**src/rtl/sram_port_arb.sv**
```systemverilog
`default_nettype none
// ============================================================================
// Module   : sram_port_arb
// Purpose  : Shares one single-port synchronous SRAM between a bit-serial
//            load/readback port and NUM_M parallel masters. The serial port
//            owns the SRAM while LOAD_MODE is high or a frame is in flight.
//            Otherwise a round-robin arbiter grants one requesting master per
//            cycle.
// Ports    : CLK, RST         - clock, synchronous active-high reset
//            LOAD_MODE        - serial port ownership
//            SI_VLD/SI/LD_WE  - serial frame input (address then data, MSB first)
//            SO/SO_VLD/LD_RDY - serial read data and frame-complete pulse
//            M_REQ/M_WE/M_ADDR/M_WDATA - master requests (slice i = master i)
//            M_GNT/M_RVLD/M_RDATA      - one-hot grant, read return
//            SRAM_CEN/WEN/A/D/Q        - SRAM macro interface (active-low enables)
// Revision : 1.0 - initial release
// ============================================================================
module sram_port_arb #(
  parameter int DATA_W = 8,
  parameter int ADDR_W = 9,
  parameter int NUM_M  = 2
) (
  input  logic                     CLK,
  input  logic                     RST,
  input  logic                     LOAD_MODE,
  input  logic                     SI_VLD,
  input  logic                     SI,
  input  logic                     LD_WE,
  output logic                     SO,
  output logic                     SO_VLD,
  output logic                     LD_RDY,
  input  logic [NUM_M-1:0]         M_REQ,
  input  logic [NUM_M-1:0]         M_WE,
  input  logic [NUM_M*ADDR_W-1:0]  M_ADDR,
  input  logic [NUM_M*DATA_W-1:0]  M_WDATA,
  output logic [NUM_M-1:0]         M_GNT,
  output logic [NUM_M-1:0]         M_RVLD,
  output logic [DATA_W-1:0]        M_RDATA,
  output logic                     SRAM_CEN,
  output logic                     SRAM_WEN,
  output logic [ADDR_W-1:0]        SRAM_A,
  output logic [DATA_W-1:0]        SRAM_D,
  input  logic [DATA_W-1:0]        SRAM_Q
);

  localparam int c_frame_w = ADDR_W + DATA_W;
  localparam int c_cnt_w   = $clog2(c_frame_w + 1);
  localparam int c_ptr_w   = (NUM_M > 1) ? $clog2(NUM_M) : 1;

  localparam logic [c_cnt_w-1:0] c_in_last  = c_cnt_w'(c_frame_w - 1);
  localparam logic [c_cnt_w-1:0] c_out_last = c_cnt_w'(DATA_W);
  localparam logic [c_cnt_w-1:0] c_cnt_one  = c_cnt_w'(1);
  localparam logic [c_ptr_w-1:0] c_ptr_rst  = c_ptr_w'(NUM_M - 1);

  typedef enum logic [2:0] {
    S_IDLE      = 3'd0,
    S_SHIFT_IN  = 3'd1,
    S_ACCESS    = 3'd2,
    S_WAIT_Q    = 3'd3,
    S_SHIFT_OUT = 3'd4,
    S_DONE      = 3'd5
  } state_t;

  state_t                r_state;
  logic [c_cnt_w-1:0]    r_cnt;
  logic [c_frame_w-1:0]  r_shreg;
  logic                  r_ld_we;
  logic                  r_so;
  logic                  r_so_vld;
  logic                  r_ld_rdy;
  logic [c_ptr_w-1:0]    r_ptr;
  logic [NUM_M-1:0]      r_m_rvld;

  logic                  w_arb_en;
  logic                  w_found;
  logic [c_ptr_w-1:0]    w_gnt_idx;
  logic [NUM_M-1:0]      w_gnt;
  logic                  w_ser_acc;
  logic                  w_abort;

  // Serial FSM. Abort takes priority in every in-flight state.
  assign w_abort = !LOAD_MODE && (r_state != S_IDLE) && (r_state != S_DONE);

  always_ff @(posedge CLK) begin
    if (RST) begin
      r_state  <= S_IDLE;
      r_cnt    <= '0;
      r_shreg  <= '0;
      r_ld_we  <= 1'b0;
      r_so     <= 1'b0;
      r_so_vld <= 1'b0;
      r_ld_rdy <= 1'b0;
    end else if (w_abort) begin
      r_state  <= S_IDLE;
      r_cnt    <= '0;
      r_so     <= 1'b0;
      r_so_vld <= 1'b0;
      r_ld_rdy <= 1'b0;
    end else begin
      case (r_state)
        S_IDLE: begin
          // A master read returning this cycle still owns SRAM_Q; hold off.
          if (LOAD_MODE && SI_VLD && !(|r_m_rvld)) begin
            r_ld_we <= LD_WE;
            r_shreg <= {r_shreg[c_frame_w-2:0], SI};
            r_cnt   <= c_cnt_one;
            r_state <= S_SHIFT_IN;
          end
        end
        S_SHIFT_IN: begin
          if (SI_VLD) begin
            r_shreg <= {r_shreg[c_frame_w-2:0], SI};
            if (r_cnt == c_in_last) begin
              r_cnt   <= '0;
              r_state <= S_ACCESS;
            end else begin
              r_cnt <= r_cnt + c_cnt_one;
            end
          end
        end
        S_ACCESS: begin
          if (r_ld_we) begin
            r_ld_rdy <= 1'b1;
            r_state  <= S_DONE;
          end else begin
            r_state <= S_WAIT_Q;
          end
        end
        S_WAIT_Q: begin
          // First bit goes straight to SO; the rest wait in the data field.
          r_so                  <= SRAM_Q[DATA_W-1];
          r_so_vld              <= 1'b1;
          r_shreg[DATA_W-1:0]   <= {SRAM_Q[DATA_W-2:0], 1'b0};
          r_cnt                 <= c_cnt_one;
          r_state               <= S_SHIFT_OUT;
        end
        S_SHIFT_OUT: begin
          if (r_cnt == c_out_last) begin
            r_so     <= 1'b0;
            r_so_vld <= 1'b0;
            r_ld_rdy <= 1'b1;
            r_cnt    <= '0;
            r_state  <= S_DONE;
          end else begin
            r_so                <= r_shreg[DATA_W-1];
            r_shreg[DATA_W-1:0] <= {r_shreg[DATA_W-2:0], 1'b0};
            r_cnt               <= r_cnt + c_cnt_one;
          end
        end
        S_DONE: begin
          r_ld_rdy <= 1'b0;
          r_state  <= S_IDLE;
        end
        default: r_state <= S_IDLE;
      endcase
    end
  end

  // Round-robin search: first indices above the last grant, then wrap to 0.
  assign w_arb_en = !LOAD_MODE && (r_state == S_IDLE);

  always_comb begin
    w_found   = 1'b0;
    w_gnt_idx = '0;
    w_gnt     = '0;
    if (w_arb_en) begin
      for (int i = 0; i < NUM_M; i++) begin
        if (!w_found && M_REQ[i] && (i > int'(r_ptr))) begin
          w_found   = 1'b1;
          w_gnt_idx = c_ptr_w'(i);
        end
      end
      for (int i = 0; i < NUM_M; i++) begin
        if (!w_found && M_REQ[i]) begin
          w_found   = 1'b1;
          w_gnt_idx = c_ptr_w'(i);
        end
      end
    end
    for (int i = 0; i < NUM_M; i++) begin
      if (w_found && (w_gnt_idx == c_ptr_w'(i))) begin
        w_gnt[i] = 1'b1;
      end
    end
  end

  always_ff @(posedge CLK) begin
    if (RST) begin
      r_ptr    <= c_ptr_rst;
      r_m_rvld <= '0;
    end else begin
      if (w_found) begin
        r_ptr <= w_gnt_idx;
      end
      r_m_rvld <= w_gnt & ~M_WE;
    end
  end

  // Serial access is gated by LOAD_MODE so an abort in ACCESS writes nothing.
  assign w_ser_acc = (r_state == S_ACCESS) && LOAD_MODE;

  always_comb begin
    SRAM_CEN = 1'b1;
    SRAM_WEN = 1'b1;
    SRAM_A   = '0;
    SRAM_D   = '0;
    if (w_ser_acc) begin
      SRAM_CEN = 1'b0;
      SRAM_WEN = !r_ld_we;
      SRAM_A   = r_shreg[c_frame_w-1 -: ADDR_W];
      SRAM_D   = r_shreg[DATA_W-1:0];
    end else begin
      for (int i = 0; i < NUM_M; i++) begin
        if (w_gnt[i]) begin
          SRAM_CEN = 1'b0;
          SRAM_WEN = !M_WE[i];
          SRAM_A   = M_ADDR[i*ADDR_W +: ADDR_W];
          SRAM_D   = M_WDATA[i*DATA_W +: DATA_W];
        end
      end
    end
  end

  assign M_GNT   = w_gnt;
  assign M_RVLD  = r_m_rvld;
  // SRAM_Q is only meaningful in the cycle after a read grant.
  assign M_RDATA = (|r_m_rvld) ? SRAM_Q : '0;
  assign SO      = r_so;
  assign SO_VLD  = r_so_vld;
  assign LD_RDY  = r_ld_rdy;

endmodule
`default_nettype wire

```
**config.mk**
```make
export PLATFORM = sky130hd
export DESIGN_NAME = sram_port_arb
export DESIGN_NICKNAME = d
export VERILOG_FILES = /design/src/rtl/sram_port_arb.sv
export SDC_FILE = /design/constraint.sdc
export NUM_CORES = 1
export LEC_CHECK = 0
export ABC_AREA = 1
export ABC_CLOCK_PERIOD_IN_PS = 2200
export CELL_PAD_IN_SITES_DETAIL_PLACEMENT = 0
export CELL_PAD_IN_SITES_GLOBAL_PLACEMENT = 1
export CORE_MARGIN = 3
export CORE_UTILIZATION = 28
export DETAILED_ROUTE_END_ITERATION = 12
export PLACE_DENSITY = 0.89
export SKIP_LAST_GASP = 1
export SLEW_MARGIN = 20
export SYNTH_ARGS = -nofsm -noshare
export SYNTH_HDL_FRONTEND = slang
export SYNTH_SLANG_ARGS = --single-unit
```
**constraint.sdc**
```tcl
create_clock -name CLK -period 2.2 [get_ports CLK]
set_input_delay 0.44 -clock CLK [delete_from_list [all_inputs] [get_ports CLK]]
set_output_delay 0.44 -clock CLK [all_outputs]
set_load 0.02 [all_outputs]
```
[After elaboration in Yosys (flattened, before gate mapping)]
Cells that the tools add are included.
Operators by class
  shifts and indexed selects: 0
  mux-type cells: 47
  magnitude comparators: 1
  reduce and logical (&&, ||, !) cells: 33
  $add $sub $neg: 1
  div/mod/pow operators: 0
  $mul: 0
  bitwise gates (word level): 4
  eq/ne operators: 14
Operator list (number)
  two-way mux 8 bit: 5
  two-way mux 17 bit: 2
  one-hot mux 8 bit (4 select lines): 1
  two-way mux 9 bit: 3
  two-way mux 1 bit: 21
  two-way mux 5 bit: 4
  one-hot mux 5 bit (4 select lines): 1
  one-hot mux 9 bit (2 select lines): 1
  two-way mux 3 bit: 5
  one-hot mux 3 bit (5 select lines): 1
  != test 2 bit (second input constant): 6
  logical AND 1 bit: 11
  AND reduction 3 bit: 3
  AND reduction 4 bit: 2
  zero test 1 bit: 7
  equality test 3 x 2 -> 1 bit (second input constant): 2
  equality test 3 bit (second input constant): 2
  nonzero test 3 bit: 2
  adder 5 x 1 -> 5 bit (second input constant): 1
  equality test 5 x 4 -> 1 bit (second input constant): 1
  equality test 5 bit (second input constant): 1
  AND reduction 5 bit: 1
  one-hot mux 1 bit (2 select lines): 2
  nonzero test 2 bit: 2
  other kinds (11): 13
Storage, ports and cells
  bits in latches: 0
  memories: 0
  register bits: 32
  bits in read-only memories: 0
  output and inout bits: 34
  input port bits: 52
  bits in writable memories: 0

[Logic depth before layout (Yosys ltp)]
  depth in word-level cells: 18
  gate-level depth with buffers: 11

[Worst setup path before layout]
Ideal clock, no wire load.
  path type: reg-to-output
  start: register r_state[1]
  end: output SRAM_WEN
  cell stages (with the launch flop): 8
  required time: 1760 ps
  path slack: 257 ps
  arrival time: 1503 ps
  cell sequence: dfxtp_1 -> buf_4 -> nor2_2 -> nand2_1 -> nor2_2 -> nand3_1 -> or2_2 -> a21oi_1
On the way
  longest elaborated chain between the ends: 9
RTL lines
  from (decl): line 64  | state_t r_state;
  from (signal assigned): line 86  | r_state <= S_IDLE;
  from (signal assigned): line 94  | r_state <= S_IDLE;
  from (signal assigned): line 107  | r_state <= S_SHIFT_IN;
  zero test 3 bit: line 160  | assign w_arb_en = !LOAD_MODE && (r_state == S_IDLE);
  logical AND 1 bit: line 160
  two-way mux 1 bit: line 166  | if (w_arb_en) begin
  NOT 1 bit: line 181  | if (w_found && (w_gnt_idx == c_ptr_w'(i))) begin
  logical AND 1 bit: line 181
  two-way mux 1 bit: line 181
  two-way mux 1 bit (2 in series): line 214  | if (w_gnt[i]) begin
  two-way mux 1 bit (*): line 207  | if (w_ser_acc) begin
  to (decl): line 40  | output logic SRAM_WEN,
Mark *: on every way between the ends. The rest lies on a longest branch, timed or not.

[Final worst setup path]
Same ends and word-level chain as after synthesis.

==> summary.md <==
| Metric | Value |
|---|---|
| Cts bufs inserted | 5 |
| R2R depth | 8 |
| HPWL Detailed | 4910 µm |
| CTS max path bufs | 2 |
| CTS tree | done |
| Routed Antenna Nets | 0 |
| Clock Latency Late Sink | 290 ps |
| PwrDens | 1030 nW/µm² |
| Routed WL per cell | 11.6 µm |
| Multi-input gate area | 1270 µm² |
| Register area share after synthesis | 30.7% |
| GRT overflow | 0 |
| Synthesized Nets | 395 |
| I/O Buffers | 85 |
| Final hold violations | 0 |
| Vias in the first global route | 2297 |
| Yosys reg bits | 32 |
| Final hold slack | 479 ps |
| Min Tclk post-route | 2170 ps |
| Leakage | 1.53 nW |
| Slew HR | 60.9% |
| N_diodes | 0 |
| Routability cong. | 0.890 |
| Synth area leaders | dfxtp_1, nand2_1, nor2_1 |
| HP Start | SO_VLD |
| Clock Sinks | 32 |
| Core Util, Final | 47.6% |
| RSZ-0062 raised after global routing | true |
| Number of cells produced by synthesis | 341 |
| Worst Hold Class | reg2reg |
| Fin. max-slew vios | 0 |
| Core ar. | 7020 µm² |
| Via density | 4.50 |
| Worst-Margin Slew | 580 ps |
| Die Wd | 92.3 µm |
| Mean post-synth cell area | 6.11 µm² |
| Part of the cycle the worst path needs | 98.8% |
| Row count | 30 |
| Kind of critical path | reg2out |
| Leading area contributor after synthesis | dfxtp_1 |
| Hold Path Depth | 2 |
| Crit path from | r_state[1] |
| CTS clk-pin slew, worst paths | 70 ps |
| # Max-Cap Violations | 0 |
| Reg-to-reg endpoint | r_cnt[2] |
| Total GRT Usage | 14.5% |
| FMAX | 0.460 GHz |
| NumNets Final | 506 |
| Yosys top cell area share | 30.7% |
| Final WL | 6340 µm |
| Die area | 8520 µm² |
| Post-CTS Setup Bufs | 0 |
| Filler cells | 718 |
| DRT Pass-1 Iters | 4 |
| Cell Area, Synth | 2080 µm² |
| Commonest cells after routing, fill and taps aside | nand2_1, clkdlybuf4s50_1, nor2_1 |
| Reg-to-reg startpoint | r_state[2] |
| Crit. End Element | primary output |
| YS warnings | 0 |
| Crit Path Max Fanout | 4 |
| Pin count of the biggest net entering global routing | 19 |
| Die Span Y | 92.3 µm |
| Clk root buf | clkbuf_8 |
| Synth cell types | 30 |
| Initial antenna violation count | 0 |
| H-Tree Depth | 2 |
| Fraction of layout cells with a size suffix above 1 | 20.8% |
| First-pass GRT wire length | 10200 µm |
| Power Total | 3.44 mW |
| Setup TNS | 0 ps |
| Sequential cell area | 646 µm² |
| Num ports | 86 |
| Outcome | complete, no violations |
| Initial Utilization | 29.7% |
| Worst Hold End | SO_VLD |
| Drt drc | 0 |
| Worst Path Required | 1760 ps |
| Initial drt markers | 126 |
| Arr. time, crit path | 1730 ps |
| DR vias | 2470 |
| Most common cell after layout, fill and taps aside | nand2_1 |
| Final Skew | 4.52 ps |
| CP Launch Type | register |
| R2R Setup Slk | 610 ps |
| VDD IR-drop max | 0.406 mV |
| Area grow syn2layout | 60.3% |
| Final setup viols | 0 |
| # hold bufs at CTS | 0 |
[synthesized netlist by cell type]
cell,instances
buf_4,2
nand3_4,1
nor2_1,48
clkbuf_1,1
nand3_2,2
inv_2,3
nand3_1,24
or2_2,1
inv_1,35
nor2_2,10
dfxtp_1,32
a21oi_1,8
nand4_1,3
nor3b_1,1
nand2_1,105
ha_1,2
buf_6,5
a31oi_1,4
o21ai_1,1
o21ai_2,1
o21ai_0,25
o21bai_1,1
nand2_2,6
nor4_1,1
buf_2,1
nor2_4,3
clkinv_2,1
clkinv_1,1
nand2_4,1
nor3_1,12
[worst max-delay path: stages, from the launching register on]
cell and delay (ps):
dfxtp_4 370, nor2_4 140, nand2_4 80, nor2_4 160
nand3_2 80, or2_2 310, a21oi_2 150, buf_4 150
[through the flow]
| step | area [µm²] | setup slack [ps] | instances |
|---|---|---|---|
| 2_1_floorplan | 2080 | 257 | 341 |
| 4_1_cts | 3230 | -11.2 | 549 |
| 6_report | 3340 | 26.4 | 549 |
| 3_3_place_gp | 3200 | -458 | 541 |
| 3_5_place_dp | 3200 | -466 | 541 |
| 5_1_grt | 3340 | -43.9 | 549 |
[per-layer routing]
| metal | track usage [%] | part of all wire (%) |
|---|---|---|
| met5 | 0 | 0 |
| met4 | 4.58 | 1.0 |
| met3 | 4.43 | 6.1 |
| met2 | 24.0 | 46 |
| met1 | 18.1 | 47 |
[final cells by class]
type                       count  area share [%]
multi-input combinational    260            38.0
clock inverter                 3            1.27
tap                           96            3.59
sequential                    32            19.3
clock buffer                   5            2.06
timing repair buffer         113            31.2
inverter                      40            4.53
[registers in the layout, summed over array words and instances, names as in the netlist]
register,cells
r_shreg,17
SO_VLD,1
LD_RDY,1
r_state,3
r_ptr,1
SO,1
r_ld_we,1
M_RVLD,2
r_cnt,5
[how the worst max path moves through the flow]
stage / slack [ps] / depth (start not counted) / to
after floorplan: 260 / 7 / SRAM_WEN
after global placement: -460 / 6 / SRAM_WEN
after detailed placement: -470 / 9 / SRAM_D[0]
after CTS: -10 / 7 / SRAM_WEN
after global routing: -40 / 7 / SRAM_WEN
final: 30 / 7 / SRAM_WEN
[logic make-up after synthesis]
kind of cell | count (synthesis) | synth area share [%]
and+or+nand+nor | 218 | 46.8
DFF | 32 | 30.7
buffers and inverters | 49 | 11.1
adders and majority gates | 2 | 1.20
AOI/OAI and AO/OA | 40 | 10.1
[power by group]
| group | switching [mW] | internal [mW] | total (mW) |
|---|---|---|---|
| clock | 0.240 | 0.335 | 0.576 |
| sequential | 0.201 | 0.792 | 0.993 |
| combinational | 1.06 | 0.810 | 1.87 |
[repair_timing]
action,4_1_cts,5_1_grt
resized for setup,86,34
pin swaps,1,4
endpoints found under the setup margin,21,27
Note: power is estimated with default switching activity, not from simulation.
